--- src/rtl/spell_pkg.sv ---
// rtl/spell_pkg.sv - shared memory type constants and arbiter state encoding
package spell_pkg;

    localparam logic [1:0] MemoryTypeData = 2'd0;
    localparam logic [1:0] MemoryTypeCode = 2'd1;
    localparam logic [1:0] MemoryTypeNone = 2'd3;

    typedef enum logic [1:0] {
        StateIdle    = 2'd0,
        StateBusy    = 2'd1,
        StateRelease = 2'd2
    } arb_state_e;

endpackage

--- src/rtl/spell_rr_arbiter2.sv ---
// rtl/spell_rr_arbiter2.sv - two-way round-robin grant selection
module spell_rr_arbiter2 (
    input  logic [1:0] req,
    input  logic       last_grant,
    output logic       grant,
    output logic       valid
);

    // A tie goes to whichever port did not win last time.
    always_comb begin
        valid = |req;
        if (&req) begin
            grant = ~last_grant;
        end else begin
            grant = req[1];
        end
    end

endmodule

--- src/rtl/spell_mem_arbiter.sv ---
// rtl/spell_mem_arbiter.sv - shares one spell memory port between core and host requesters
module spell_mem_arbiter
    import spell_pkg::*;
#(
    parameter int TIMEOUT_CYCLES = 255
) (
    input  logic       clock,
    input  logic       reset,

    input  logic       c_select,
    input  logic       c_write,
    input  logic [7:0] c_addr,
    input  logic [7:0] c_data_in,
    input  logic [1:0] c_type,
    output logic [7:0] c_data_out,
    output logic       c_data_ready,
    output logic       c_error,

    input  logic       h_select,
    input  logic       h_write,
    input  logic [7:0] h_addr,
    input  logic [7:0] h_data_in,
    input  logic [1:0] h_type,
    output logic [7:0] h_data_out,
    output logic       h_data_ready,
    output logic       h_error,

    output logic       m_select,
    output logic       m_write,
    output logic [7:0] m_addr,
    output logic [7:0] m_data_in,
    output logic [1:0] m_type,
    input  logic [7:0] m_data_out,
    input  logic       m_data_ready,

    output logic       busy,
    output logic       grant
);

    localparam logic [7:0] TimeoutLimit = 8'(TIMEOUT_CYCLES);

    arb_state_e state, state_next;
    logic       grant_q;
    logic [7:0] timeout_cnt;
    logic [7:0] c_data_q, h_data_q;
    logic       arb_grant, arb_valid;
    logic       in_busy, sel_g, abort, mem_done, timed_out, complete;

    spell_rr_arbiter2 u_rr (
        .req        ({h_select, c_select}),
        .last_grant (grant_q),
        .grant      (arb_grant),
        .valid      (arb_valid)
    );

    assign in_busy   = (state == StateBusy);
    assign sel_g     = grant_q ? h_select : c_select;
    // A dropped select wins over a same-cycle data_ready so an abort never reports.
    assign abort     = in_busy && !sel_g;
    assign mem_done  = in_busy && sel_g && m_data_ready;
    assign timed_out = in_busy && sel_g && !m_data_ready && (timeout_cnt == TimeoutLimit);
    assign complete  = mem_done || timed_out;

    always_comb begin
        state_next = state;
        unique case (state)
            StateIdle:    if (arb_valid) state_next = StateBusy;
            StateBusy:    if (abort || complete) state_next = StateRelease;
            StateRelease: state_next = StateIdle;
            default:      state_next = StateIdle;
        endcase
    end

    always_ff @(posedge clock) begin
        if (reset) begin
            state       <= StateIdle;
            grant_q     <= 1'b1;
            timeout_cnt <= 8'd0;
            c_data_q    <= 8'd0;
            h_data_q    <= 8'd0;
        end else begin
            state <= state_next;
            if (state == StateIdle && arb_valid) begin
                grant_q     <= arb_grant;
                timeout_cnt <= 8'd0;
            end else if (in_busy && timeout_cnt != 8'hFF) begin
                timeout_cnt <= timeout_cnt + 8'd1;
            end
            if (mem_done && !grant_q) c_data_q <= m_data_out;
            if (mem_done &&  grant_q) h_data_q <= m_data_out;
        end
    end

    always_comb begin
        m_select     = in_busy;
        m_write      = in_busy && (grant_q ? h_write : c_write);
        m_addr       = in_busy ? (grant_q ? h_addr    : c_addr)    : 8'd0;
        m_data_in    = in_busy ? (grant_q ? h_data_in : c_data_in) : 8'd0;
        m_type       = in_busy ? (grant_q ? h_type    : c_type)    : MemoryTypeData;
        c_data_ready = complete && !grant_q;
        h_data_ready = complete &&  grant_q;
        c_error      = timed_out && !grant_q;
        h_error      = timed_out &&  grant_q;
    end

    assign c_data_out = c_data_q;
    assign h_data_out = h_data_q;
    assign busy       = (state != StateIdle);
    assign grant      = grant_q;

endmodule

--- config.mk ---
export PLATFORM = sky130hd
export DESIGN_NAME = spell_mem_arbiter
export DESIGN_NICKNAME = d
export VERILOG_FILES = /design/src/rtl/spell_pkg.sv /design/src/rtl/spell_rr_arbiter2.sv /design/src/rtl/spell_mem_arbiter.sv
export SDC_FILE = /design/constraint.sdc
export NUM_CORES = 1
export LEC_CHECK = 0
export ABC_AREA = 0
export CAP_MARGIN = 20
export CORE_ASPECT_RATIO = 1.2
export CORE_MARGIN = 4
export CORE_UTILIZATION = 28
export CTS_BUF_LIST = sky130_fd_sc_hd__clkbuf_8
export CTS_CLUSTER_SIZE = 16
export DETAILED_ROUTE_END_ITERATION = 8
export GPL_ROUTABILITY_DRIVEN = 0
export PLACE_DENSITY = 0.72
export SETUP_SLACK_MARGIN = 0.15
export SYNTH_ARGS = -nofsm -noshare
export SYNTH_HDL_FRONTEND = slang
export SYNTH_SLANG_ARGS = --single-unit
--- constraint.sdc ---
create_clock -name clock -period 2.3 [get_ports clock]
set_clock_uncertainty 0.15 [all_clocks]
set_input_delay 0.23 -clock clock [delete_from_list [all_inputs] [get_ports clock]]
set_output_delay 0.23 -clock clock [all_outputs]
set_load 0.1 [all_outputs]
### Word-level counts from Yosys, hierarchy flattened

Cells that the tools add are included.

* bits in registers: 27
* input port bits: 51
* output and inout bits: 42
* logic and storage cells: 49

* add/subtract/negate cells: 1
* equality and inequality tests: 5
* mux-type cells: 12
* bitwise logic cells: 1
* reduce and logical (&&, ||, !) cells: 25

Operators by type and width (count)
* 2-to-1 mux 8 bit: 4
* logical AND 1 bit: 14
* adder 8 x 1 -> 8 bit, second input constant: 1
* equality test 8 bit, second input constant: 1
* 2-to-1 mux 2 bit: 4
* != test 8 bit, second input constant: 1
* one-hot mux 2 bit (2 select lines): 1
* AND reduction 2 bit: 2
* OR reduction 2 bit: 2
* zero test 1 bit: 3
* 2-to-1 mux 1 bit: 3
* equality test 2 x 1 -> 1 bit, second input constant: 1
* zero test 2 bit: 1
* logical OR 1 bit: 2
* != test 2 x 1 -> 1 bit, second input constant: 1
* != test 2 bit, second input constant: 1
* nonzero test 2 bit: 1
* NOT 1 bit: 1

### Depth between registers and ports, before layout

Gate-level depths: netlist of the first run.

* depth in word-level cells: 8
* gate-level depth with buffers: 6
* gate-level depth less buffers: 5

### Modules after synthesis

From an unflattened synthesis of the first run, not the netlist that was laid out.

* cell total of the unflattened synthesis: 165
* area, all modules: 1447.6 um2

By module, submodules not included
* spell_mem_arbiter: times used 1, cells an instance 163, area an instance 1433.9 um2, seq. area each 540.5 um2
* spell_rr_arbiter2: times used 1, cells an instance 2, area an instance 13.8 um2, seq. area each 0.0 um2

### Least setup slack after synthesis of the first run

OpenSTA, ideal clock, no wires.

* path kind: register to output
* start point: reg grant_q, in the netlist grant
* end point: out c_data_ready
* data arrival time: 3025 ps
* data required time: 1920 ps
* setup slack: -1105 ps
* stages on the path, launching flop included: 6
* buffers on the path: 1
* path through: dfxtp_1 -> buf_2 -> mux2i_1 -> nor3_1 -> nand2_1 -> o21bai_1

* cells in the longest elaborated chain, start to end: 6
* elaborated cells on any way between the ends: 8
* those cells by class: 1 x mux; 7 x reduce/logical

Ends and longest elaborated chain
* from (decl): line spell_mem_arbiter.sv:43 `logic grant_q;`
* from (signal assigned): line spell_mem_arbiter.sv:84 `grant_q <= arb_grant;`
* 2-to-1 mux 1 bit: line spell_mem_arbiter.sv:57 `assign sel_g = grant_q ? h_select : c_select;`
* logical AND 1 bit: line spell_mem_arbiter.sv:60, spell_mem_arbiter.sv:61
* logical AND 1 bit (2 in series): line spell_mem_arbiter.sv:61 `assign timed_out = in_busy && sel_g && !m_data_ready && (timeout_cnt == TimeoutLimit);`
* logical OR 1 bit: line spell_mem_arbiter.sv:62 `assign complete = mem_done || timed_out;`
* logical AND 1 bit *: line spell_mem_arbiter.sv:100 `c_data_ready = complete && !grant_q;`
* to (decl): line spell_mem_arbiter.sv:16 `output logic c_data_ready,`

Every way passes the cells marked *; elsewhere a longest branch is shown, timed or not.

### Final worst setup path of the first run

* start point: reg timeout_cnt[1]
* end point: out h_data_ready

* cells in the longest elaborated chain, start to end: 4

Ends and longest elaborated chain
* from (decl): line spell_mem_arbiter.sv:44 `logic [7:0] timeout_cnt;`
* from (signal assigned): line spell_mem_arbiter.sv:87 `timeout_cnt <= timeout_cnt + 8'd1;`
* equality test 8 bit: line spell_mem_arbiter.sv:61
* logical AND 1 bit: line spell_mem_arbiter.sv:61
* logical OR 1 bit: line spell_mem_arbiter.sv:62
* logical AND 1 bit: line spell_mem_arbiter.sv:101 `h_data_ready = complete && grant_q;`
* to (decl): line spell_mem_arbiter.sv:25 `output logic h_data_ready,`

Every way passes these cells.

==> flow_summary.toml, run 1 <==
[outcome]
run_status = "finished, final reports clean"

[worst_hold_path]
min-delay-start = "timeout_cnt[7]"
min_path_type = "flip-flop to flip-flop"

[logic_synthesis]
synth_area_leader_cell = "sky130_fd_sc_hd__dfxtp_1"
synth_cell_types = 31
synth.top_cells.by_area = "sky130_fd_sc_hd__dfxtp_1, sky130_fd_sc_hd__mux2i_1, sky130_fd_sc_hd__nor2_1, sky130_fd_sc_hd__xor2_1, sky130_fd_sc_hd__a21oi_1"
syn_area_per_cell_um2 = 8.727
synth_top_area_share_pct = 38.47
syn_inst = 161
synth.ff_latch_count = 27
ys_dominant_reg_cell = "sky130_fd_sc_hd__dfxtp_1"
count_of_flip_flops_with_a_built_in_enable_after_synthesis = 0
net_count_after_synthesis = 213
ys_seq_area_share_pct = 38.47
synthesis.area_um2 = 1405
yosysWarnings = 0
ys_async_sr_fraction_pct = 0

[route]
wl_per_cell_um = 13.87
vias_per_cell = 4.704
number_of_remaining_drc_errors = 0
drt_pre_antenna_iters = 4
postRouteAntennaNets = 0
detailroute.via_count = 1496
dr.first_iter.drc_count = 57
wirelength_um = 4412

[power]
power_density_nw_per_um2 = 523.9
vdd_ir_drop_max_mv = 0.3032
power.static_leakage_uw = 0.001154
post_layout_total_power_uw = 1505

[global_route]
grt-ovfl-total = 0
grt.total_usage_pct = 13.54
grt_antenna_before_repair = 0
first_global_vias = 1407
grt_pass1_wl_um = 6851
largest_net_degree_at_the_start_of_global_routing = 21

[critical_path]
worst_path_dominant_cell_family = "simple AND/OR/NAND/NOR gates"
timing.critical_path.fanout_max = 4
critPathCaptureType = "output port"
crit_start = "timeout_cnt[1]"
cp_slowest_stage_delay_ns = 0.36
required_ns = 1.92
timing.rr.start = "timeout_cnt[1]"
timing.setup.critical_path_class = "flip-flop to output port"
timing.critical_path.cells = "ha_2 > nand4_1 > nor2_2 > and3_4 > or2_4 > buf_12"
worst-endpoint-arrival_ns = 1.72
setup.worst_path.start_class = "flip-flop"
buffers_and_inverters_on_the_worst_path = 1
critical_path.slowest_cell = "sky130_fd_sc_hd__dfxtp_2"

[die]
std_cell_rows = 28
floorplan.die.height_um = 85.60
chipWidth_um = 72.67
core-area_um2 = 4905
floorplan.initialDensity_pct = 28.65
dieArea_um2 = 6220
io_pins = 93

[layout]
area_growth_syn_to_layout_pct = 104.5
fin_util_pct = 58.57
layout-drive-gt1-share_pct = 34.11
fill_cells = 424
multi_input_area_um2 = 998.5
regArea_um2 = 548.0
design.final.nets = 311
antennaDiodeCount = 0

[timing]
finalSetupViolCount = 0
report.final.hold_viol_count = 0
slew_viol_final = 0
slew_headroom_pct = 71.88
finalCriticalPeriod_ns = 2.096
timing.setup.tns_ns = 0
worst-slew-pin-transition_ns = 0.4190
grt_setup_unrepaired = "no"
achievable-frequency_ghz = 0.4772
timing.final.crit_share_pct = 91.11

[clock_tree]
cts_tree = "built"
clock_buffers_created_by_tritoncts = 3
cts_max_level = 1
worst_setup_hold_path_clk_slew_ns = 0.09
post_cts_hold_buffer_count = 0
clock_insertion_delay_worst_skew_ns = 0.27
ctsRootBufferMaster = "sky130_fd_sc_hd__clkbuf_8"
cts_num_sinks = 27
clock_tree.buffer_depth = 2

[flow_run]
maxCapViolCount = 0

[placement]
dp.final_hpwl_um = 3563
place.port_buffers = 92
-- placed cells by master, fill, tap and decap left out, drive strengths merged --
| master | n |
|---|---|
| or2 | 2 |
| xor2 | 3 |
| and4b | 2 |
| nand3 | 2 |
| o21bai | 1 |
| o21ai | 4 |
| clkbuf | 3 |
| nor2b | 1 |
| ha | 1 |
| and4 | 1 |
| nor2 | 42 |
| nand2 | 6 |
| clkinvlp | 2 |
| buf | 52 |
| and3 | 1 |
| a221o | 1 |
| o31ai | 1 |
| or3 | 2 |
| nand4 | 2 |
| clkdlybuf4s50 | 50 |
| dfxtp | 27 |
| nor3b | 1 |
| mux2i | 37 |
| o211ai | 3 |
| a21oi | 5 |
| inv | 1 |
| nand2b | 1 |
| nor3 | 1 |
| or4 | 2 |
| a21o | 1 |
-- worst register-to-register path, delay by kind of cell (launching register included) --
family	cells	cell delay, ns
AOI/OAI and AO/OA	1	0.35
adders and majority gates	1	0.19
buffers and inverters	1	0.21
DFF	1	0.36
muxes	1	0.25
and+or+nand+nor	2	0.25
-- worst paths after layout --
path	end	slack, ns	cells after the start
setup reg to reg	timeout_cnt[1]	0.44	6
hold / removal	timeout_cnt[7]	0.34	2
setup / recovery	h_data_ready	0.20	6
hold reg to reg	timeout_cnt[7]	0.34	2
-- through the flow --
step / instance area, µm² / hold WS, ns / worst slack, ns / std cells
after floorplan: 1600 / 0.2272 / 0.1474 / 161
after global placement: 2781 / 0.3256 / 0.2323 / 310
after detailed placement: 2781 / 0.3322 / 0.2225 / 310
after CTS: 2838 / 0.3484 / 0.1510 / 314
after global routing: 2873 / 0.3903 / 0.1298 / 318
final: 2873 / 0.3447 / 0.2044 / 318
-- report_power, final --
part / total [µW] / switching (µW) / internal [µW]
combinational: 735 / 452 / 283
sequential: 498 / 18.6 / 480
clock: 272 / 149 / 123
-- Yosys cell counts, types with 2 or more instances --
cell type / n
sky130_fd_sc_hd__nand3_1: 2
sky130_fd_sc_hd__dfxtp_1: 27
sky130_fd_sc_hd__clkbuf_1: 4
sky130_fd_sc_hd__mux2i_1: 37
sky130_fd_sc_hd__buf_4: 2
sky130_fd_sc_hd__nand4_1: 2
sky130_fd_sc_hd__inv_1: 2
sky130_fd_sc_hd__nor2_1: 42
sky130_fd_sc_hd__or4_1: 2
sky130_fd_sc_hd__a21oi_1: 5
sky130_fd_sc_hd__o211ai_1: 3
sky130_fd_sc_hd__nand2_1: 6
sky130_fd_sc_hd__buf_2: 3
sky130_fd_sc_hd__xor2_1: 3
sky130_fd_sc_hd__or3_1: 2
sky130_fd_sc_hd__o21ai_0: 3
sky130_fd_sc_hd__and4b_1: 2
-- what timing repair did --
| item | 4_1_cts | 5_1_grt |
|---|---|---|
| pin swaps | 1 | 1 |
| resized for setup | 2 | 3 |
| buffers inserted | 0 | 4 |
| gates cloned | 0 | 0 |
| setup endpoints to repair | 3 | 3 |
-- flip-flops by register name (all words and copies together) (netlist names) --
name / count
timeout_cnt: 8
h_data_out: 8
state: 2
grant: 1
c_data_out: 8
-- logic make-up after synthesis --
| group | after synthesis | share of synthesized area (%) |
|---|---|---|
| and+or+nand+nor | 66 | 21.55 |
| xor gates and xnor gates | 3 | 1.870 |
| DFF | 27 | 38.47 |
| muxes | 37 | 26.36 |
| adders and majority gates | 1 | 0.8903 |
| buffers and inverters | 11 | 3.739 |
| AOI/OAI and AO/OA | 16 | 7.123 |
-- layer usage --
| layer | vias to the layer above | part of all wire (%) | GRT usage [%] | routed length [µm] |
|---|---|---|---|---|
| met3 | 4 | 8.2 | 2.110 | 360 |
| met1 | 674 | 42 | 18.64 | 1858 |
| met2 | 57 | 49 | 21.92 | 2152 |
| met4 | 0 | 0.93 | 3.523 | 41 |
| li1 | 761 | - | - | - |
| met5 | - | 0 | 0 | 0 |
-- final cells by class --
cell class,count,area share [%]
repair buffers,102,41.46
clock inverters,1,0.2613
well taps,60,2.613
inverters,2,0.3920
multi-input cells,123,34.76
clock buffers,3,1.437
flip-flops and latches,27,19.08
Note: power is estimated with default switching activity, not from simulation.
==> inputs of run 2 (changes only) <==
--- a/config.mk
+++ b/config.mk
@@ -6,7 +6,7 @@
 export NUM_CORES = 1
 export LEC_CHECK = 0
 export ABC_AREA = 0
-export CAP_MARGIN = 20
+export CAP_MARGIN = 40
 export CORE_ASPECT_RATIO = 1.2
 export CORE_MARGIN = 4
 export CORE_UTILIZATION = 28
@@ -16,6 +16,7 @@
 export GPL_ROUTABILITY_DRIVEN = 0
 export PLACE_DENSITY = 0.72
 export SETUP_SLACK_MARGIN = 0.15
+export SLEW_MARGIN = 20
 export SYNTH_ARGS = -nofsm -noshare
 export SYNTH_HDL_FRONTEND = slang
 export SYNTH_SLANG_ARGS = --single-unit
==> results of run 2 <==
Same layout as run 1: the final DEF is identical, and so are final timing and power.
==> inputs of run 3 (changes only) <==
--- a/config.mk
+++ b/config.mk
@@ -14,9 +14,11 @@
 export CTS_CLUSTER_SIZE = 16
 export DETAILED_ROUTE_END_ITERATION = 8
 export GPL_ROUTABILITY_DRIVEN = 0
+export MAX_ROUTING_LAYER = met4
 export PLACE_DENSITY = 0.72
 export SETUP_SLACK_MARGIN = 0.15
 export SLEW_MARGIN = 20
 export SYNTH_ARGS = -nofsm -noshare
 export SYNTH_HDL_FRONTEND = slang
 export SYNTH_SLANG_ARGS = --single-unit
+export TNS_END_PERCENT = 5
==> run 3 against run 2 <==
  * Sequential power shrank 2%
  * Non-clock buffer count shrank 1
  * Die area is the same
  * Critical path type unchanged
  * Sequential share of layout area is essentially flat
  * Worst setup slack gained 0.074 ns
  * Sequential cell count is the same
  * Fmax grew 3.7%
  * Clock power is essentially flat
==> flow_summary.toml, run 3 (synthesis results as in run 1) <==
[flow_run]
maxCapViolCount = 0

[die]
chipWidth_um = 72.67
floorplan.initialDensity_pct = 28.65
floorplan.die.height_um = 85.60
dieArea_um2 = 6220
core-area_um2 = 4905
std_cell_rows = 28
io_pins = 93

[critical_path]
critical_path.slowest_cell = "sky130_fd_sc_hd__dfxtp_1"
worst_path_dominant_cell_family = "simple AND/OR/NAND/NOR gates"
cp.depth = 6
worstRegToRegCells = 6
buffers_and_inverters_on_the_worst_path = 1
worst-endpoint-arrival_ns = 1.64
timing.setup.critical_path_class = "flip-flop to output port"
setup.worst_path.start_class = "flip-flop"
required_ns = 1.92
timing.critical_path.fanout_max = 3
timing.critical_path.cells = "ha_1 > nand4_1 > nor2_2 > nand2_1 > o21bai_4 > buf_12"
cp_slowest_stage_delay_ns = 0.38
critPathCaptureType = "output port"

[global_route]
largest_net_degree_at_the_start_of_global_routing = 21
grt_pass1_wl_um = 6727
grt-ovfl-total = 0
grt.total_usage_pct = 13.75
first_global_vias = 1424
grt_antenna_before_repair = 0

[route]
vias_per_cell = 4.757
detailroute.via_count = 1508
number_of_remaining_drc_errors = 0
wirelength_um = 4444
postRouteAntennaNets = 0
wl_per_cell_um = 14.02
drt_pre_antenna_iters = 4
dr.first_iter.drc_count = 36

[clock_tree]
ctsRootBufferMaster = "sky130_fd_sc_hd__clkbuf_8"
worst_setup_hold_path_clk_slew_ns = 0.09
cts_num_sinks = 27
post_cts_hold_buffer_count = 0
clock_buffers_created_by_tritoncts = 3
cts_tree = "built"
clock_tree.buffer_depth = 2
clock_insertion_delay_worst_skew_ns = 0.27
cts_max_level = 1

[timing]
worst-slew-pin-transition_ns = 0.4299
fin_hold_ws_ns = 0.3510
grt_setup_unrepaired = "yes"
slew_headroom_pct = 71.21
timing.setup.tns_ns = 0
finalSetupViolCount = 0
slew_viol_final = 0
report.final.hold_viol_count = 0
worst_slack_ns = 0.2783
achievable-frequency_ghz = 0.4946
timing.final.crit_share_pct = 87.90
finalCriticalPeriod_ns = 2.022

[layout]
area_growth_syn_to_layout_pct = 103.1
mostFrequentLayoutCells = "sky130_fd_sc_hd__clkdlybuf4s50_1, sky130_fd_sc_hd__mux2i_1, sky130_fd_sc_hd__buf_4, sky130_fd_sc_hd__dfxtp_1, sky130_fd_sc_hd__buf_12"
fin_cells = 317
design.final.nets = 310
layout.cells.most_common = "sky130_fd_sc_hd__clkdlybuf4s50_1"
antennaDiodeCount = 0
layout-drive-gt1-share_pct = 32.30

[placement]
place_ws_ns = 0.1872
place.port_buffers = 92
placed_cells = 310
dp.final_hpwl_um = 3609

[worst_hold_path]
min_path_type = "flip-flop to flip-flop"
timing.hold.worst_path_depth = 2

[power]
post_layout_total_power_uw = 1501
power_density_nw_per_um2 = 526.0
vdd_ir_drop_max_mv = 0.4405
power.static_leakage_uw = 0.001147

[outcome]
run_status = "finished, final reports clean"
## run 3: repair_timing
item                                    4_1_cts  5_1_grt
endpoints found under the setup margin        3        2
gates resized for setup                       2        0
hold endpoints to repair                      0        0
setup buffers                                 1        2
pin swaps                                     1        0
## run 3: report_power, final
part / internal [µW] / switching, µW / total, µW
logic: 282 / 459 / 742
clock network: 123 / 147 / 270
registers: 479 / 10.1 / 489
total: 884 / 617 / 1500
## run 3: path summary, 6_finish.rpt
check | startpoint | endpoint | slack [ns]
hold reg to reg | timeout_cnt[7] | timeout_cnt[7] | 0.35
setup / recovery | timeout_cnt[0] | c_data_ready | 0.28
hold / removal | timeout_cnt[7] | timeout_cnt[7] | 0.35
setup reg to reg | timeout_cnt[0] | timeout_cnt[1] | 0.53
## run 3: final cells by class
| class | instances | area [µm²] |
|---|---|---|
| Tap cell | 60 | 75.07 |
| Inverter | 2 | 11.26 |
| Clock inverter | 1 | 7.507 |
| Sequential cell | 27 | 544.3 |
| Clock buffer | 3 | 41.29 |
| Fill cell | 422 | 2051 |
| Timing Repair Buffer | 101 | 1184 |
| Multi-Input combinational cell | 123 | 991.0 |
## run 3: routing by layer
metal / GRT usage [%] / routed length [µm] / share of wire (%) / up-vias
met4: 3.523 / 40 / 0.90 / 0
met5: - / 0 / 0 / -
met3: 3.283 / 461 / 10 / 4
met1: 16.09 / 1788 / 40 / 683
li1: - / - / - / 754
met2: 23.40 / 2154 / 48 / 67
## run 3: metrics by stage
stage               util [%]  instance area [µm²]
floorplan                  -                 1584
global placement       56.58                 2775
detailed placement     56.58                 2775
CTS                    57.88                 2839
global route           58.19                 2854
finish                 58.19                 2854
## run 3: tightest hold or removal path, delay by kind of cell, from the launching register on
kind	cells	cell delay (ns)
DFF	1	0.32
AOI/OAI and AO/OA	2	0.14
